<file path="src/rtl/alu_pkg.sv">
// Shared ALU definitions: opcode encodings, 64-bit sequencer state type and
// an opcode-support helper. Used by the ALU, the sequencer and the decoder.
package alu_pkg;

  localparam logic [2:0] ALU_AND = 3'b000;
  localparam logic [2:0] ALU_OR  = 3'b001;
  localparam logic [2:0] ALU_ADD = 3'b010;
  localparam logic [2:0] ALU_SUB = 3'b110;
  localparam logic [2:0] ALU_SLT = 3'b111;

  typedef enum logic [1:0] {
    IDLE,
    LO,
    HI,
    DONE
  } seq_state_t;

  function automatic logic op_supported(input logic [2:0] op);
    return (op == ALU_AND) || (op == ALU_OR) || (op == ALU_ADD) ||
           (op == ALU_SUB) || (op == ALU_SLT);
  endfunction

endpackage

</file>
<file path="src/rtl/alu64_sequencer_if.sv">
// Bus bundle between the 64-bit sequencer and its execute stage.
//   req_*  : request handshake and 64-bit operands/opcode (into the sequencer)
//   rsp_*  : response handshake, 64-bit result and flags (out of the sequencer)
//   alu_*  : word-wide drive to the 32-bit ALU and its combinational result
// The slave modport is the sequencer view; master is the execute stage that
// issues requests, consumes responses and hosts the ALU.
interface alu64_sequencer_if #(
  parameter int unsigned HALF_W = 32
) ();

  logic                  req_valid;
  logic                  req_ready;
  logic [2*HALF_W-1:0]   req_a;
  logic [2*HALF_W-1:0]   req_b;
  logic [2:0]            req_op;

  logic [HALF_W-1:0]     alu_a;
  logic [HALF_W-1:0]     alu_b;
  logic [2:0]            alu_op;
  logic                  alu_cin;
  logic [HALF_W-1:0]     alu_result;
  logic                  alu_cout;
  logic                  alu_zero;

  logic                  rsp_valid;
  logic                  rsp_ready;
  logic [2*HALF_W-1:0]   rsp_result;
  logic                  rsp_cout;
  logic                  rsp_zero;
  logic                  rsp_err;

  modport master (
    output req_valid, req_a, req_b, req_op, rsp_ready, alu_result, alu_cout, alu_zero,
    input  req_ready, rsp_valid, rsp_result, rsp_cout, rsp_zero, rsp_err,
           alu_a, alu_b, alu_op, alu_cin
  );

  modport slave (
    input  req_valid, req_a, req_b, req_op, rsp_ready, alu_result, alu_cout, alu_zero,
    output req_ready, rsp_valid, rsp_result, rsp_cout, rsp_zero, rsp_err,
           alu_a, alu_b, alu_op, alu_cin
  );

endinterface

</file>
<file path="src/rtl/alu64_sequencer.sv">
// Two-pass 64-bit execute sequencer in front of a 32-bit combinational ALU.
// Runs the low word then the high word through the ALU, chaining carry, and
// returns a registered 64-bit result with carry/zero/error flags.
// Ports:
//   clk  : rising-edge clock
//   rst  : asynchronous active-high reset
//   bus  : slave view of alu64_sequencer_if (req/rsp handshakes + ALU drive)
module alu64_sequencer
  import alu_pkg::*;
#(
  parameter int unsigned HALF_W = 32
) (
  input logic             clk,
  input logic             rst,
  alu64_sequencer_if.slave bus
);

  localparam int unsigned FULL_W = 2 * HALF_W;

  seq_state_t        r_state, w_state_next;
  logic [FULL_W-1:0] r_a, w_a;
  logic [FULL_W-1:0] r_b, w_b;
  logic [2:0]        r_op, w_op;
  logic [HALF_W-1:0] r_lo_res, w_lo_res;
  logic              r_lo_c, w_lo_c;
  logic [FULL_W-1:0] r_rsp_result, w_rsp_result;
  logic              r_rsp_cout, w_rsp_cout;
  logic              r_rsp_zero, w_rsp_zero;
  logic              r_rsp_err, w_rsp_err;

  logic [HALF_W-1:0] w_alu_a, w_alu_b;
  logic [2:0]        w_alu_op;
  logic              w_alu_cin;
  logic              w_is_sub;
  logic              w_is_arith;
  logic              w_ovf;
  logic              w_unused;

  // The ALU zero flag only describes one word, so the 64-bit zero is rebuilt.
  assign w_unused = bus.alu_zero;

  assign w_is_sub   = (r_op == ALU_SUB) || (r_op == ALU_SLT);
  assign w_is_arith = w_is_sub || (r_op == ALU_ADD);

  // Signed overflow of a - b: operand signs differ and the result sign differs from a.
  assign w_ovf = (r_a[FULL_W-1] != r_b[FULL_W-1]) &&
                 (bus.alu_result[HALF_W-1] != r_a[FULL_W-1]);

  always_comb begin
    w_state_next = r_state;
    w_a          = r_a;
    w_b          = r_b;
    w_op         = r_op;
    w_lo_res     = r_lo_res;
    w_lo_c       = r_lo_c;
    w_rsp_result = r_rsp_result;
    w_rsp_cout   = r_rsp_cout;
    w_rsp_zero   = r_rsp_zero;
    w_rsp_err    = r_rsp_err;
    w_alu_a      = '0;
    w_alu_b      = '0;
    w_alu_op     = '0;
    w_alu_cin    = 1'b0;

    case (r_state)
      IDLE: begin
        if (bus.req_valid) begin
          w_a  = bus.req_a;
          w_b  = bus.req_b;
          w_op = bus.req_op;
          if (op_supported(bus.req_op)) begin
            w_rsp_err    = 1'b0;
            w_state_next = LO;
          end else begin
            // Unsupported opcodes bypass the ALU and answer with an error.
            w_rsp_result = '0;
            w_rsp_cout   = 1'b0;
            w_rsp_zero   = 1'b1;
            w_rsp_err    = 1'b1;
            w_state_next = DONE;
          end
        end
      end
      LO: begin
        w_alu_a      = r_a[HALF_W-1:0];
        w_alu_b      = r_b[HALF_W-1:0];
        w_alu_op     = (r_op == ALU_SLT) ? ALU_SUB : r_op;
        w_alu_cin    = w_is_sub;
        w_lo_res     = bus.alu_result;
        w_lo_c       = bus.alu_cout;
        w_state_next = HI;
      end
      HI: begin
        w_alu_a   = r_a[FULL_W-1:HALF_W];
        w_alu_b   = r_b[FULL_W-1:HALF_W];
        w_alu_op  = (r_op == ALU_SLT) ? ALU_SUB : r_op;
        w_alu_cin = w_is_arith & r_lo_c;
        w_rsp_err = 1'b0;
        if (r_op == ALU_SLT) begin
          w_rsp_result = {{(FULL_W-1){1'b0}}, bus.alu_result[HALF_W-1] ^ w_ovf};
          w_rsp_cout   = 1'b0;
        end else begin
          w_rsp_result = {bus.alu_result, r_lo_res};
          w_rsp_cout   = w_is_arith & bus.alu_cout;
        end
        w_rsp_zero   = (w_rsp_result == '0);
        w_state_next = DONE;
      end
      DONE: begin
        if (bus.rsp_ready) w_state_next = IDLE;
      end
      default: w_state_next = IDLE;
    endcase
  end

  always_ff @(posedge clk or posedge rst) begin
    if (rst) begin
      r_state      <= IDLE;
      r_a          <= '0;
      r_b          <= '0;
      r_op         <= '0;
      r_lo_res     <= '0;
      r_lo_c       <= 1'b0;
      r_rsp_result <= '0;
      r_rsp_cout   <= 1'b0;
      r_rsp_zero   <= 1'b0;
      r_rsp_err    <= 1'b0;
    end else begin
      r_state      <= w_state_next;
      r_a          <= w_a;
      r_b          <= w_b;
      r_op         <= w_op;
      r_lo_res     <= w_lo_res;
      r_lo_c       <= w_lo_c;
      r_rsp_result <= w_rsp_result;
      r_rsp_cout   <= w_rsp_cout;
      r_rsp_zero   <= w_rsp_zero;
      r_rsp_err    <= w_rsp_err;
    end
  end

  assign bus.req_ready  = (r_state == IDLE);
  assign bus.rsp_valid  = (r_state == DONE);
  assign bus.rsp_result = r_rsp_result;
  assign bus.rsp_cout   = r_rsp_cout;
  assign bus.rsp_zero   = r_rsp_zero;
  assign bus.rsp_err    = r_rsp_err;
  assign bus.alu_a      = w_alu_a;
  assign bus.alu_b      = w_alu_b;
  assign bus.alu_op     = w_alu_op;
  assign bus.alu_cin    = w_alu_cin;

endmodule

</file>
<file path="src/flat_wrapper.sv">
// flat-port wrapper written by rule: the top's interface ports become plain ports
module alu64_sequencer_flat import alu_pkg::*;
#(
  parameter int unsigned HALF_W = 32
)
  (clk, rst, bus_req_valid, bus_req_a, bus_req_b, bus_req_op, bus_rsp_ready, bus_alu_result, bus_alu_cout, bus_alu_zero, bus_req_ready, bus_rsp_valid, bus_rsp_result, bus_rsp_cout, bus_rsp_zero, bus_rsp_err, bus_alu_a, bus_alu_b, bus_alu_op, bus_alu_cin);
  alu64_sequencer_if #(.HALF_W(HALF_W)) bus_i ();
  input logic clk;
  input logic rst;
  input wire logic [$bits(bus_i.req_valid)-1:0] bus_req_valid;
  input wire logic [$bits(bus_i.req_a)-1:0] bus_req_a;
  input wire logic [$bits(bus_i.req_b)-1:0] bus_req_b;
  input wire logic [$bits(bus_i.req_op)-1:0] bus_req_op;
  input wire logic [$bits(bus_i.rsp_ready)-1:0] bus_rsp_ready;
  input wire logic [$bits(bus_i.alu_result)-1:0] bus_alu_result;
  input wire logic [$bits(bus_i.alu_cout)-1:0] bus_alu_cout;
  input wire logic [$bits(bus_i.alu_zero)-1:0] bus_alu_zero;
  output wire logic [$bits(bus_i.req_ready)-1:0] bus_req_ready;
  output wire logic [$bits(bus_i.rsp_valid)-1:0] bus_rsp_valid;
  output wire logic [$bits(bus_i.rsp_result)-1:0] bus_rsp_result;
  output wire logic [$bits(bus_i.rsp_cout)-1:0] bus_rsp_cout;
  output wire logic [$bits(bus_i.rsp_zero)-1:0] bus_rsp_zero;
  output wire logic [$bits(bus_i.rsp_err)-1:0] bus_rsp_err;
  output wire logic [$bits(bus_i.alu_a)-1:0] bus_alu_a;
  output wire logic [$bits(bus_i.alu_b)-1:0] bus_alu_b;
  output wire logic [$bits(bus_i.alu_op)-1:0] bus_alu_op;
  output wire logic [$bits(bus_i.alu_cin)-1:0] bus_alu_cin;
  assign bus_i.req_valid = bus_req_valid;
  assign bus_i.req_a = bus_req_a;
  assign bus_i.req_b = bus_req_b;
  assign bus_i.req_op = bus_req_op;
  assign bus_i.rsp_ready = bus_rsp_ready;
  assign bus_i.alu_result = bus_alu_result;
  assign bus_i.alu_cout = bus_alu_cout;
  assign bus_i.alu_zero = bus_alu_zero;
  assign bus_req_ready = bus_i.req_ready;
  assign bus_rsp_valid = bus_i.rsp_valid;
  assign bus_rsp_result = bus_i.rsp_result;
  assign bus_rsp_cout = bus_i.rsp_cout;
  assign bus_rsp_zero = bus_i.rsp_zero;
  assign bus_rsp_err = bus_i.rsp_err;
  assign bus_alu_a = bus_i.alu_a;
  assign bus_alu_b = bus_i.alu_b;
  assign bus_alu_op = bus_i.alu_op;
  assign bus_alu_cin = bus_i.alu_cin;
  alu64_sequencer #(.HALF_W(HALF_W)) u_core (.clk(clk), .rst(rst), .bus(bus_i));
endmodule
</file>
<file path="config.mk">
export PLATFORM = sky130hd
export DESIGN_NAME = alu64_sequencer_flat
export DESIGN_NICKNAME = d
export VERILOG_FILES = /design/src/rtl/alu_pkg.sv /design/src/rtl/alu64_sequencer_if.sv /design/src/rtl/alu64_sequencer.sv /design/src/flat_wrapper.sv
export SDC_FILE = /design/constraint.sdc
export NUM_CORES = 1
export LEC_CHECK = 0
export BUFFER_PORTS_ARGS = -buffer_cell sky130_fd_sc_hd__buf_2
export CAP_MARGIN = 15
export CORE_UTILIZATION = 51
export DETAILED_ROUTE_END_ITERATION = 8
export MAX_ROUTING_LAYER = met4
export PLACE_DENSITY = 0.88
export RECOVER_POWER = 25
export SYNTH_ARGS = -nofsm -noshare
export SYNTH_HDL_FRONTEND = slang
export SYNTH_SLANG_ARGS = --single-unit
export TNS_END_PERCENT = 5
</file>
<file path="constraint.sdc">
create_clock -name clk -period 8.7 [get_ports clk]
set_input_delay 0.87 -clock clk [delete_from_list [all_inputs] [get_ports clk]]
set_output_delay 0.87 -clock clk [all_outputs]
set_load 0.03 [all_outputs]
</file>
Word-level counts from Yosys, hierarchy flattened:

Cells that the tools add are included.

* RAM bits: 0
* output and inout bits: 137
* memories: 0
* bits in registers: 233
* ROM bits: 0
* latch bits: 0

* bitwise logic cells: 3
* $mul: 0
* add/subtract/negate cells: 0
* shift-type cells: 0
* equality and inequality tests: 15
* $lt $le $gt $ge: 0
* multiplexer cells: 24
* reductions and logical operators: 16
* div/mod/pow operators: 0

Operator list (number)
* 64-bit 2-to-1 mux: 4
* 32-bit one-hot mux with 2 select lines: 2
* 64-bit one-hot mux with 2 select lines: 1
* 64-bit logical NOT: 1
* 3-bit equality test, second input constant: 4
* 1-bit one-hot mux with 2 select lines: 4
* 2-bit one-hot mux with 4 select lines: 1
* 1-bit 2-to-1 mux: 7
* 3-bit by 2-bit equality test with 1-bit output, second input constant: 2
* 1-bit logical OR: 6
* 2-bit 2-to-1 mux: 3
* 3-bit 2-to-1 mux: 2
* 2-bit != test, second input constant: 3
* 2-bit AND reduction: 3
* 2-bit equality test, second input constant: 2
* 3-bit by 1-bit equality test with 1-bit output, second input constant: 1
* 3-bit logical NOT: 1
* 3-bit AND reduction: 1
* 1-bit bitwise AND: 2
* 2-bit by 1-bit equality test with 1-bit output, second input constant: 1
* 2-bit logical NOT: 1
* 1-bit != test: 2
* 2-bit nonzero test: 1
* 2-bit OR reduction: 1
* other kinds (2): 2

Longest topological paths before layout:

* depth after elaboration: 8
* depth in mapped cells: 10
* mapped depth without buffers: 6

Worst setup path after synthesis:

OpenSTA, ideal clock, no wires.

* path type: register -> output
* start: register u_core.r_state[0]
* end: output port bus_alu_a[30]
* cell stages (with the launch flop): 8
* arrival: 1.862 ns
* slack: 5.968 ns
* data required time: 7.830 ns
* path through: dfrtp_1 inv_1 ha_1 buf_2 clkbuf_1 buf_1 a22oi_1 nor2b_1

* longest elaborated chain between the ends: 2
* elaborated cells on any way between the ends: 3
* those cells by class: eq/ne (2); mux (1)

Ends and longest elaborated chain
* from (decl): line alu64_sequencer.sv:20 `seq_state_t r_state, w_state_next;`
* from (signal assigned): line alu64_sequencer.sv:129 `r_state <= w_state_next;`
* 2-bit equality test or 2-bit by 1-bit equality test with 1-bit output (tied branches): line alu64_sequencer.sv:65 `case (r_state)`
* 32-bit one-hot mux with 2 select lines *: line alu64_sequencer.sv:65
* to (decl): line flat_wrapper.sv:24 `output wire logic [$bits(bus_i.alu_a)-1:0] bus_alu_a;`

Mark *: on every way between the ends. The rest lies on a longest branch, timed or not.

Worst setup path after layout:

* start: register u_core.r_state[0]
* end: register u_core.r_rsp_result[59], in the netlist u_core.bus.rsp_result[59]

* longest elaborated chain between the ends: 3
* elaborated cells on any way between the ends: 7
* those cells by class: eq/ne (3); mux (1); reduce/logical (3)

Ends and longest elaborated chain
* 2-bit logical NOT or 2-bit equality test (tied branches): line alu64_sequencer.sv:65
* 2-bit != test (no source line) or 2-bit nonzero test (tied branches)
* 3-bit AND reduction (no source line)
* to (signal assigned): line alu64_sequencer.sv:135 `r_rsp_result <= w_rsp_result;`
* to (decl): line alu64_sequencer.sv:26 `logic [FULL_W-1:0] r_rsp_result, w_rsp_result;`

Several ways; a longest one is shown, not always the timed one.
A chain may end at the register's enable or synchronous reset.

==> results.py <==
metrics = {
    "sta": {
        "fin_hold_ws_ns": 0.470,
        "finClkSkew_ns": 0.00790,
        "finalMaxSlewViolations": 49,
        "setup_viol": 0,
        "post-route-period-util_pct": 48.0,
        "final.setup.tns_ns": 0,
        "rsz0062_at_grt": "no",
        "finalCriticalPeriod_ns": 4.17,
        "worst_slew_pin_slew_ns": 1.92,
        "finalHoldViolCount": 0,
        "fmax_ghz": 0.240,
        "slew_headroom_pct": -28.6,
    },
    "cells_and_area": {
        "final_layout_size_suffix_gt1_share_pct": 51.2,
        "final_cells": 1244,
        "seq_area_sq_um": 5830,
        "post-route-util_pct": 65.1,
        "area_growth_pct": 24.5,
        "multi_input_area_sq_um": 3720,
        "finalNetCount": 1168,
        "final_area_sq_um": 12200,
        "layout_commonest_cell": "buf_2",
        "fillerInstances": 1364,
        "layout_common_cells": "301 x buf_2, 233 x dfrtp_1, 165 x mux2_2",
    },
    "global_route": {
        "grt_pass1_vias": 7634,
        "grt_use_total_pct": 26.1,
        "grt_max_degree": 147,
        "grt_pass1_wl_mm": 39.5,
        "antenna_found_initial": 2,
        "grt-ovfl-total": 0,
    },
    "run_status": {
        "status": "finished, violations left",
        "violations": "capacitance limit, slew limit",
    },
    "worst_setup_path": {
        "r2r_slack_ns": 4.53,
        "critical_path_class": "flip-flop to flip-flop",
        "r2r_cells": 8,
        "critPathTopFamily": "simple AND/OR/NAND/NOR gates",
        "worstPathCellList": "inv_1 -> ha_1 -> nand2_1 -> o221a_2 -> buf_4 -> nor2_4 -> buf_4 -> a22o_1",
        "cp_num_buf_inv": 3,
        "critPathMostFrequentCell": "buf_4",
        "arrival_ns": 4.60,
        "cp_slowest_cell": "nand2_1",
        "end_kind": "flip-flop",
        "start_kind": "flip-flop",
        "r2r_start": "u_core.r_state[0]$_DFFE_PP0P_",
        "crit_fanout": 70,
        "timing.rr.end": "u_core.bus.rsp_result[59]$_DFFE_PP0P_",
        "slowest_delay_ns": 1.12,
        "required_ns": 9.13,
    },
    "cts": {
        "ctsResizeCount": 0,
        "clk_latency_ns": 0.51,
        "postCtsSetupBuffers": 0,
        "clock_sinks": 233,
        "clockRootBuffer": "clkbuf_16",
        "max-clock-path-buffers": 3,
        "cts_hold_buf": 0,
        "numCtsBuffers": 25,
        "htreeDepth": 1,
        "clk_pin_slew_worst_paths_ns": 0.06,
        "cts_tree": "built",
    },
    "placement": {
        "dp_cells": 1201,
        "io_buffer_count": 304,
        "place_congestion": 0.795,
        "post_dp_cell_area_sq_um": 11400,
        "dp_hpwl_mm": 16.8,
    },
    "yosys": {
        "synth-edff-count": 0,
        "synthesis.nets": 883,
        "async_flop_share_pct": 100,
        "yosysWarnings": 0,
        "syn_area_per_cell_sq_um": 13.8,
        "synth_area_sq_um": 9820,
        "synth.distinct_cells": 35,
        "seq_area_frac_synth_pct": 59.4,
        "yosys_most_used_dff": "dfrtp_1",
        "synth-seq-cells": 233,
        "synthCells": 710,
    },
    "floorplan": {
        "die_h_um": 141,
        "core_area_sq_um": 18800,
        "num_rows": 50,
        "die_w_um": 141,
        "dieArea_sq_um": 19800,
        "io_pins": 306,
        "initial_core_util_pct": 52.3,
    },
    "worst_hold_path": {
        "hold_class": "flip-flop to flip-flop",
        "min_to": "u_core.bus.rsp_cout$_DFFE_PP0P_",
        "hp-start": "u_core.bus.rsp_cout$_DFFE_PP0P_",
        "min_path_cells": 2,
    },
    "detailed_routing": {
        "drt_wl_total_mm": 25.2,
        "drt_iter0_drc": 358,
        "viasPerCell": 5.77,
        "drc": 0,
        "routedWlPerCell_um": 20.2,
        "ant_nets": 0,
        "first_pass_iters": 5,
        "via_count": 7177,
    },
    "job": {
        "maxCapViolCount": 1,
    },
    "pwr": {
        "powerDensity_nw_per_um2": 424,
        "power_leakage_nw": 5.89,
        "peakVddDrop_mv": 0.269,
    },
}
## worst reg2reg max path, stage by stage, from the launching register on
cell and delay (ns):
dfrtp_1 0.42, inv_1 0.13, ha_1 0.28, nand2_1 1.12
o221a_2 0.75, buf_4 0.33, nor2_4 0.25, buf_4 0.53
a22o_1 0.28
## how the worst max path moves through the flow
| stage | cells after the start | to | startpoint |
|---|---|---|---|
| finish | 8 | u_core.bus.rsp_result[59]$_DFFE_PP0P_ | u_core.r_state[0]$_DFFE_PP0P_ |
| global route | 8 | u_core.bus.rsp_result[22]$_DFFE_PP0P_ | u_core.r_state[0]$_DFFE_PP0P_ |
| CTS | 6 | bus_alu_a[31] | u_core.r_state[1]$_DFFE_PP0P_ |
| detailed placement | 6 | bus_alu_a[31] | u_core.r_state[1]$_DFFE_PP0P_ |
| global placement | 6 | bus_alu_a[31] | u_core.r_state[1]$_DFFE_PP0P_ |
| floorplan | 1 | u_core.bus.rsp_cout$_DFFE_PP0P_ | rst |
## layout make-up
cell class / instances / share of cell area (%)
diodes: 2 / 0.0409
clock buffers: 35 / 5.83
clock inverters: 5 / 0.409
inverters: 4 / 0.184
multi-input cells: 419 / 30.4
flip-flops and latches: 233 / 47.7
well taps: 234 / 2.39
repair buffers: 312 / 13.0
## logic make-up after synthesis
group | synth area share [%]
buf+inv | 2.83
flops | 59.4
fa+ha+maj | 0.510
simple gates | 6.69
mux | 18.9
compound gates | 11.7
## flip-flops by register name, indices dropped and copies added (netlist names)
register and count:
u_core.r_op 3, u_core.r_b 64, u_core.bus.rsp_zero 1, u_core.bus.rsp_result 64, u_core.r_state 2, u_core.bus.rsp_err 1
u_core.bus.rsp_cout 1, u_core.r_lo_c 1, u_core.r_a 64, u_core.r_lo_res 32
## cells in the mapped netlist, types with 2 or more instances
library cell    n  area (sq um)
a21oi_1         3          15.0
a22o_1         63           552
a22oi_1        64           480
and2_1          3          18.8
buf_1           3          11.3
buf_2          12          60.1
buf_4           6          45.0
buf_6           3          33.8
clkbuf_1       30           113
dfrtp_1       233          5830
ha_1            4          50.1
inv_1           4          15.0
mux2_2        165          1860
nand2_1         5          18.8
nand2b_1        3          18.8
nand3_1         2          10.0
nand4_1         4          25.0
nor2b_1        66           413
nor3_1          3          15.0
nor4_1         15          93.8
o21ai_0         5          25.0
## where the power goes
group	switching, mW	internal [mW]
combinational	1.35	0.959
clock	0.409	0.593
sequential	0.301	1.58
total	2.06	3.13
## routing by layer
layer  up-vias  track usage [%]  part of all wire (%)
met5         -                -                     0
li1       3186                -                     -
met3        59             5.81                   6.8
met2       291             43.7                    50
met1      3641             31.2                    40
met4         0             8.98                   3.2
## through the flow
stage / power (mW) / worst slack [ns]
after floorplan: 3.56 / 1.44
final: 5.19 / 4.53
after CTS: 5.20 / 4.90
after global routing: 5.45 / 4.19
after detailed placement: 4.18 / 5.43
after global placement: 4.08 / 5.45
Power figures use the tool's default switching activity.
